[config.mk]
export PLATFORM = sky130hd
export DESIGN_NAME = pwm_capture
export DESIGN_NICKNAME = d
export VERILOG_FILES = /design/src/rtl/pwm_capture_pkg.sv /design/src/rtl/pwm_capture_sync.sv /design/src/rtl/pwm_capture.sv
export SDC_FILE = /design/constraint.sdc
export NUM_CORES = 1
export LEC_CHECK = 0
export CAP_MARGIN = 20
export CORE_AREA = 2 2 93 77
export DETAILED_ROUTE_END_ITERATION = 6
export DIE_AREA = 0 0 95 79
export PLACE_DENSITY = 0.77
export SLEW_MARGIN = 20
export SYNTH_ARGS = -nofsm -noshare
export SYNTH_HDL_FRONTEND = slang
export SYNTH_SLANG_ARGS = --single-unit
[constraint.sdc]
create_clock -name clk -period 6.6 [get_ports clk]
set_input_delay 1.65 -clock clk [delete_from_list [all_inputs] [get_ports clk]]
set_output_delay 1.65 -clock clk [all_outputs]
set_load 0.02 [all_outputs]
[src/rtl/pwm_capture_pkg.sv]
// Shared types and constants for the PWM/blink capture block.
// Optional glitch filter is selected with PWM_CAPTURE_GLITCH_FILTER_EN.
package pwm_capture_pkg;

  typedef enum logic [1:0] {
    ST_IDLE = 2'd0,
    ST_ARM  = 2'd1,
    ST_ON   = 2'd2,
    ST_OFF  = 2'd3
  } state_t;

  localparam int DEF_CNT_W = 16;

  // All-ones value for a counter of width w (w up to 63).
  function automatic logic [63:0] sat_val(input int w);
    return (64'd1 << w) - 64'd1;
  endfunction

endpackage

[src/rtl/pwm_capture_sync.sv]
// Input conditioning for pwm_capture: synchronizer, optional agreement filter
// (PWM_CAPTURE_GLITCH_FILTER_EN) and edge detector on the active-high level.
module pwm_capture_sync
  import pwm_capture_pkg::*;
#(
  parameter int SYNC_STAGES = 2,
  parameter int FILT_LEN    = 3
) (
  input  logic clk,
  input  logic rst_n,
  input  logic pwm_n,
  output logic lvl_act,
  output logic rise,
  output logic fall
);

  // Parameter sanity hook; an illegal value leaves an empty marker block.
  if (SYNC_STAGES < 2 || FILT_LEN < 1) begin : g_bad_params
  end

  // Chain stores the inverted pin so the reset value 0 means inactive.
  logic [SYNC_STAGES-1:0] sync_q;

  always_ff @(posedge clk or negedge rst_n) begin
    if (!rst_n) begin
      sync_q <= '0;
    end else begin
      sync_q <= {sync_q[SYNC_STAGES-2:0], ~pwm_n};
    end
  end

`ifdef PWM_CAPTURE_GLITCH_FILTER_EN
  localparam int AGR_W = $clog2(FILT_LEN + 1);

  logic [AGR_W-1:0] agr_cnt;
  logic             filt_q;

  // Level flips only on the FILT_LEN-th consecutive disagreeing sample.
  always_ff @(posedge clk or negedge rst_n) begin
    if (!rst_n) begin
      agr_cnt <= '0;
      filt_q  <= 1'b0;
    end else if (sync_q[SYNC_STAGES-1] == filt_q) begin
      agr_cnt <= '0;
    end else if (agr_cnt == AGR_W'(FILT_LEN - 1)) begin
      agr_cnt <= '0;
      filt_q  <= sync_q[SYNC_STAGES-1];
    end else begin
      agr_cnt <= agr_cnt + AGR_W'(1);
    end
  end

  assign lvl_act = filt_q;
`else
  assign lvl_act = sync_q[SYNC_STAGES-1];
`endif

  logic lvl_d;

  always_ff @(posedge clk or negedge rst_n) begin
    if (!rst_n) begin
      lvl_d <= 1'b0;
    end else begin
      lvl_d <= lvl_act;
    end
  end

  assign rise = lvl_act & ~lvl_d;
  assign fall = ~lvl_act & lvl_d;

endmodule

[src/rtl/pwm_capture.sv]
// Period / active-time capture of a slow active-low PWM line with a
// valid/ready result port. Glitch filter option: PWM_CAPTURE_GLITCH_FILTER_EN.
//
// state   | meaning
// IDLE    | disabled, counters cleared
// ARM     | waiting for the first active edge
// ON      | signal active, counting period and on-time
// OFF     | signal inactive, counting period only
module pwm_capture
  import pwm_capture_pkg::*;
#(
  parameter int CNT_W       = DEF_CNT_W,
  parameter int SYNC_STAGES = 2,
  parameter int FILT_LEN    = 3
) (
  input  logic             clk,
  input  logic             rst_n,
  input  logic             pwm_n,
  input  logic             enable,
  input  logic             meas_ready,
  output logic             meas_valid,
  output logic [CNT_W-1:0] period,
  output logic [CNT_W-1:0] on_time,
  output logic             overflow,
  output logic             missed
);

  localparam logic [CNT_W-1:0] CNT_MAX = CNT_W'(sat_val(CNT_W));
  localparam logic [CNT_W-1:0] CNT_ONE = CNT_W'(1);

  logic lvl_act;
  logic rise;
  logic fall;

  pwm_capture_sync #(
    .SYNC_STAGES(SYNC_STAGES),
    .FILT_LEN   (FILT_LEN)
  ) u_sync (
    .clk    (clk),
    .rst_n  (rst_n),
    .pwm_n  (pwm_n),
    .lvl_act(lvl_act),
    .rise   (rise),
    .fall   (fall)
  );

  state_t           state;
  state_t           state_nxt;
  logic [CNT_W-1:0] period_cnt;
  logic [CNT_W-1:0] period_nxt;
  logic [CNT_W-1:0] on_cnt;
  logic [CNT_W-1:0] on_nxt;
  logic             pub;
  logic             pub_ovf;

  always_ff @(posedge clk or negedge rst_n) begin
    if (!rst_n) begin
      state      <= ST_IDLE;
      period_cnt <= '0;
      on_cnt     <= '0;
    end else begin
      state      <= state_nxt;
      period_cnt <= period_nxt;
      on_cnt     <= on_nxt;
    end
  end

  always_comb begin
    state_nxt  = state;
    period_nxt = period_cnt;
    on_nxt     = on_cnt;
    pub        = 1'b0;
    pub_ovf    = 1'b0;
    case (state)
      ST_IDLE: begin
        period_nxt = '0;
        on_nxt     = '0;
        if (enable) state_nxt = ST_ARM;
      end
      ST_ARM: begin
        period_nxt = '0;
        on_nxt     = '0;
        if (rise) begin
          state_nxt  = ST_ON;
          period_nxt = CNT_ONE;
          on_nxt     = CNT_ONE;
        end
      end
      ST_ON: begin
        if (period_cnt == CNT_MAX) begin
          pub       = 1'b1;
          pub_ovf   = 1'b1;
          state_nxt = ST_ARM;
        end else begin
          period_nxt = period_cnt + CNT_ONE;
          // The cycle of the inactive edge is not counted as on-time.
          if (fall) state_nxt = ST_OFF;
          else      on_nxt    = on_cnt + CNT_ONE;
        end
      end
      ST_OFF: begin
        if (period_cnt == CNT_MAX) begin
          pub       = 1'b1;
          pub_ovf   = 1'b1;
          state_nxt = ST_ARM;
        end else if (rise) begin
          pub        = 1'b1;
          state_nxt  = ST_ON;
          period_nxt = CNT_ONE;
          on_nxt     = CNT_ONE;
        end else begin
          period_nxt = period_cnt + CNT_ONE;
        end
      end
      default: state_nxt = ST_IDLE;
    endcase
    if (!enable) begin
      state_nxt = ST_IDLE;
      pub       = 1'b0;
      pub_ovf   = 1'b0;
    end
  end

  // Result registers only reload when the slot is free or being drained.
  always_ff @(posedge clk or negedge rst_n) begin
    if (!rst_n) begin
      meas_valid <= 1'b0;
      period     <= '0;
      on_time    <= '0;
      overflow   <= 1'b0;
      missed     <= 1'b0;
    end else if (!enable) begin
      meas_valid <= 1'b0;
      missed     <= 1'b0;
    end else if (pub) begin
      if (!meas_valid || meas_ready) begin
        meas_valid <= 1'b1;
        period     <= period_cnt;
        on_time    <= on_cnt;
        overflow   <= pub_ovf;
      end else begin
        missed <= 1'b1;
      end
    end else if (meas_valid && meas_ready) begin
      meas_valid <= 1'b0;
    end
  end

endmodule

# After elaboration in Yosys (flattened, before gate mapping)
# Cells that the tools add are included.
dict set report word_totals {
  inputBits 5
  elab_cells 69
  register_bits 72
}
dict set report classes {
  add_sub_neg 2
  muxes 29
  n_bitwise 5
  n_eq_ne 13
  n_reduce_logical 10
}
# operator n
set op_table {}
lappend op_table {{$pmux 16 s4} 2}
lappend op_table {{$mux 16} 7}
lappend op_table {{$add 16x1->16 const B} 2}
lappend op_table {{$eq 16x16->1 const B} 1}
lappend op_table {{$mux 1} 13}
lappend op_table {{$mux 2} 5}
lappend op_table {{$ne 2x2->1 const B} 5}
lappend op_table {{$pmux 2 s4} 1}
lappend op_table {{$reduce_and 2->1} 3}
lappend op_table {{$eq 2x2->1 const B} 2}
lappend op_table {{$ne 4x4->1 const B} 1}
lappend op_table {{$reduce_and 4->1} 1}
lappend op_table {{$ne 3x1->1 const B} 1}
lappend op_table {{$ne 3x2->1 const B} 1}
lappend op_table {{$not 1->1} 3}
lappend op_table {{$reduce_and 3->1} 1}
lappend op_table {{$and 1x1->1} 2}
lappend op_table {{$eq 2x1->1 const B} 1}
lappend op_table {{$logic_not 2->1} 1}
lappend op_table {{$ne 2x1->1 const B} 1}
lappend op_table {{$pmux 1 s2} 1}
lappend op_table {{$reduce_or 2->1} 1}
lappend op_table {{$logic_and 1x1->1} 1}
lappend op_table {{$logic_not 1->1} 1}
lappend op_table {{$logic_or 1x1->1} 1}

# Logic depth before layout (Yosys ltp)
dict set report depth {
  ltp_word 8
  mapped_depth 7
}

# By module
# Synthesis repeated with hierarchy kept, for this count alone.
dict set report hier_totals {
  cells_unflattened 311
  hier_area_um2 3528.4
}
# module area_per_inst_um2 seq_area_each_um2 instances cells_per_inst
set modules_own_cells {}
lappend modules_own_cells {pwm_capture 3434.5 1726.7 1 305}
lappend modules_own_cells {pwm_capture_sync 93.8 75.1 1 6}

# Least setup slack after synthesis
# Ideal clock, no wire load.
dict set report synth_timing {
  path_kind {input to register}
  start {input port meas_ready}
  end {register on_time[0]}
  path_slack_ns 3.922
  n_path_buf 1
  setup_time_ns 0.125
  arrival_ns 2.552
  t_required_ns 6.475
  cell_stages 5
  cell_sequence {nand2b_1 > nand3_1 > a21o_4 > buf_6 > mux2_4}
}
dict set report synth_between {
  elab_chain_cells 2
}
# element line_no
set synth_rtl {}
lappend synth_rtl {{start: declaration} pwm_capture.sv:20} ;# input logic meas_ready,
lappend synth_rtl {{$logic_or 1x1->1} pwm_capture.sv:136} ;# if (!meas_valid || meas_ready) begin
lappend synth_rtl {{$reduce_and 3->1 (no source line)} --}
lappend synth_rtl {{end signal: assignment} pwm_capture.sv:139} ;# on_time <= on_cnt;
lappend synth_rtl {{end: declaration} pwm_capture.sv:23} ;# output logic [CNT_W-1:0] on_time,
# Every way passes these cells.
# A chain may end at the register's enable or synchronous reset.

# Worst setup path in the final report
dict set report layout_timing {
  start {register overflow}
  end {output port overflow}
}
# element line_no
set layout_lines {}
lappend layout_lines {{start: declaration} pwm_capture.sv:24} ;# output logic overflow,
lappend layout_lines {{start signal: assignment} pwm_capture.sv:140} ;# overflow <= pub_ovf;
# No word-level cell between the ends.

==> results by group <==
Status
  – Outcome: complete, no violations

Worst setup path
  – Crit path largest cell delay: between 0.6 and 0.7 ns
  – CP Launch Type: flop
  – Worst path buffer plus inverter count: 1
  – Slowest CP cell: clkdlybuf4s50_1
  – Maximum net fanout on the critical path: 2
  – Reg2reg end: on_cnt[6]
  – Critical path origin: overflow
  – Worst r2r path cells: 4
  – Crit path depth: 1
  – FF-to-FF setup slack: approximately 3.7 ns
  – Setup Crit Path Kind: flop to primary output
  – CP top delay family: buffers and inverters
  – Arr. time, crit path: approximately 1.3 ns
  – CP Capture Point: overflow
  – Worst Path Required: ~5 ns
  – Worst path cell trace: clkdlybuf4s50_1
  – R2R Path Start: state[1]
  – Crit end category: primary output

Global route
  – Initial antenna violation count: 0
  – Grt total ovfl: 0
  – Total GRT Usage: 0.211
  – GRT met1 Usage: 0.339
  – First-pass GRT wire length: roughly 12000 µm
  – Pin count of the biggest net entering global routing: between 70 and 80
  – Met3 usage: 0.0512
  – GR peak layer: met1
  – Met2 Track Usage GR: 0.265
  – Vias in the first global route: ~2400

Logic synthesis
  – Most common cell in the synthesized netlist: dfrtp_1
  – Syn Inst Count: 307
  – Post-synthesis sequential area ratio: 0.512
  – Main area contributors after synthesis: dfrtp_1 51%, mux2_4 13%, nor3_1 2.8%, nand2_1 2.2%, a31oi_1 2.0%
  – Syn_area_per_cell: 11.5 µm²
  – Compound-Gate Fraction of Synth Area: 0.136
  – Post-synth top cells: 72 x dfrtp_1, 30 x mux2_4, 21 x nand2_1
  – Post-Synth Adder-Cell Area: 0.00996
  – Share of flip-flops with an asynchronous set or reset: 1.00
  – Post-synth EDFFs: 0
  – Mapped Area: around 3500 µm²
  – Simple-Gate Fraction of Synth Area: 0.166
  – Synth unique cells: 51
  – Synthesized Nets: around 310
  – Post-synth top area cell: dfrtp_1
  – Post-synth top area share: 0.512
  – Main combinational cell family by area after synthesis: simple AND/OR/NAND/NOR gates
  – Flip-flop and latch count after synthesis: between 70 and 80
  – Post-Synth XOR/XNOR Area: 0
  – Mux cell area share after synthesis: 0.143
  – Synth Flop Type: dfrtp_1
  – Synth warn: 0

Route
  – Number of DRC markers in iteration 0: between 200 and 300
  – DRC viols: 0
  – WL final: just under 7000 µm
  – Via density: roughly 6
  – Drt first pass iters: 4
  – DR WL/cell: between 15 and 20 µm
  – Via Count: ~2600
  – ANT nets after route: 0

Placement
  – Global placer's final weighted congestion: 0.850
  – DP Wirelength: between 4000 and 5000 µm
  – IO buf count: 39

Floorplan
  – I/O Pins: 40
  – Num rows: 27
  – Die W: 95 µm
  – Core area: approximately 6700 µm²
  – Initial Utilization: 0.529
  – Die ar.: ~7500 µm²
  – Die height: around 79 µm

Timing
  – Worst-Margin Slew: roughly 1.0 ns
  – Relative slew slack: 0.333
  – Hold WS: between 0.3 and 0.4 ns
  – Fin. Hold Viols: 0
  – RSZ-0062 raised after global routing: no
  – Setup_tns: 0 ns
  – Fin crit share: 0.453
  – Final Critical Period: between 2 and 3 ns
  – Fin Clk Skew: roughly 0.0097 ns
  – Final setup violation count: 0
  – Max Transition Viols Final: 0
  – Fmax: approximately 330 MHz

Clock network
  – CTS root buf: clkbuf_8
  – Longest Clk Path Bufs: 2
  – Post-CTS Resized: 0
  – Worst skew pair latency: roughly 0.35 ns
  – Post-CTS Setup Inserts: 0
  – CTS hold repair buffers: 0
  – Clk sink count: 72
  – CTS Buf Count: 9
  – H-tree depth: 3
  – TritonCTS clock tree: built
  – CTS clock-pin slew for the worst setup and hold paths: roughly 0.070 ns

Layout
  – Fillers: 549
  – Layout area overhead: 17.5%
  – # diodes: 0
  – Nets: approximately 350
  – Share of post-route cells with drive strength above 1: 0.148

Power
  – Power Density: 193 nW/µm²
  – VDD IR max: 109 µV
  – P_leak: approximately 1.9 nW

Run
  – Max Cap Viol: 0

Worst hold path
  – Hold Path Class: flop to flop
## kinds of logic (layout without fill, tap and decap cells)
kind of cell,after synthesis,after routing
mux,35,35
simple gates,106,106
fa+ha+maj,3,3
compound gates,68,68
flops,72,72
buf+inv,23,67
## worst min path at each step
stage / from / end / slack (ns) / cells after the start
global route: u_sync.sync_q[0] / u_sync.sync_q[1] / 0.36 / 0
floorplan: u_sync.sync_q[0] / u_sync.sync_q[1] / 0.33 / 0
CTS: u_sync.sync_q[0] / u_sync.sync_q[1] / 0.35 / 0
finish: u_sync.sync_q[0] / u_sync.sync_q[1] / 0.35 / 0
detailed placement: u_sync.sync_q[0] / u_sync.sync_q[1] / 0.34 / 0
global placement: u_sync.sync_q[0] / u_sync.sync_q[1] / 0.33 / 0
## flip-flops by register name (all words and copies together), names as in the netlist, 2 cells and up
| name | cells |
|---|---|
| on_time | 16 |
| period | 16 |
| on_cnt | 16 |
| u_sync.sync_q | 2 |
| state | 2 |
| period_cnt | 16 |
## final cells by class
cell class              count  area, µm²  share of cell area
inverters                  10       37.5             0.00908
clock inverters             2       13.8             0.00333
well taps                  87        109              0.0263
flip-flops and latches     72       1800               0.436
multi-input cells         212       1610               0.389
repair buffers             41        400              0.0969
clock buffers              14        163              0.0393
## cells in the final DEF, fill, tap and decap left out, types with 3 or more instances in the layout
master,count
a211oi_1,3
a21boi_0,4
a21boi_1,3
a21oi_1,10
a2bb2oi_1,4
a31oi_1,11
and4_1,5
clkbuf_1,3
clkbuf_8,11
clkdlybuf4s50_1,38
dfrtp_1,72
inv_1,10
mux2_1,3
mux2_4,30
nand2_1,21
nand2b_1,3
nand3_1,13
nand4_1,6
nor2_1,12
nor2b_1,3
nor3_1,19
nor4_1,3
o211a_1,3
o211ai_1,3
o21ai_0,3
o21ai_1,9
or3_1,3
or4_1,6
## where the power goes
part | internal [mW] | switching, mW | leakage, nW | total, mW
combinational | 0.0108 | 0.0208 | 0.771 | 0.0316
sequential | 0.445 | 0.00566 | 0.995 | 0.451
clock | 0.158 | 0.158 | 0.0907 | 0.316
total | 0.614 | 0.184 | 1.86 | 0.798
## stage by stage
| step | instances | util | area, µm² | setup WS, ns | total power [mW] |
|---|---|---|---|---|---|
| 2_1_floorplan | 307 | - | 3520 | 3.92 | 0.474 |
| 3_3_place_gp | 422 | 0.594 | 3950 | 3.28 | 0.490 |
| 3_5_place_dp | 422 | 0.594 | 3950 | 3.24 | 0.491 |
| 4_1_cts | 438 | 0.620 | 4130 | 3.61 | 0.806 |
| 5_1_grt | 438 | 0.621 | 4130 | 3.42 | 0.828 |
| 6_report | 438 | 0.621 | 4130 | 3.61 | 0.798 |
## per-layer routing
layer | vias to the layer above | routed length, µm
li1 | 1240 | -
met1 | 1276 | 3520
met2 | 88 | 2910
met3 | 11 | 368
met4 | 0 | 121
met5 | - | 0
Note: power is estimated with default switching activity, not from simulation.
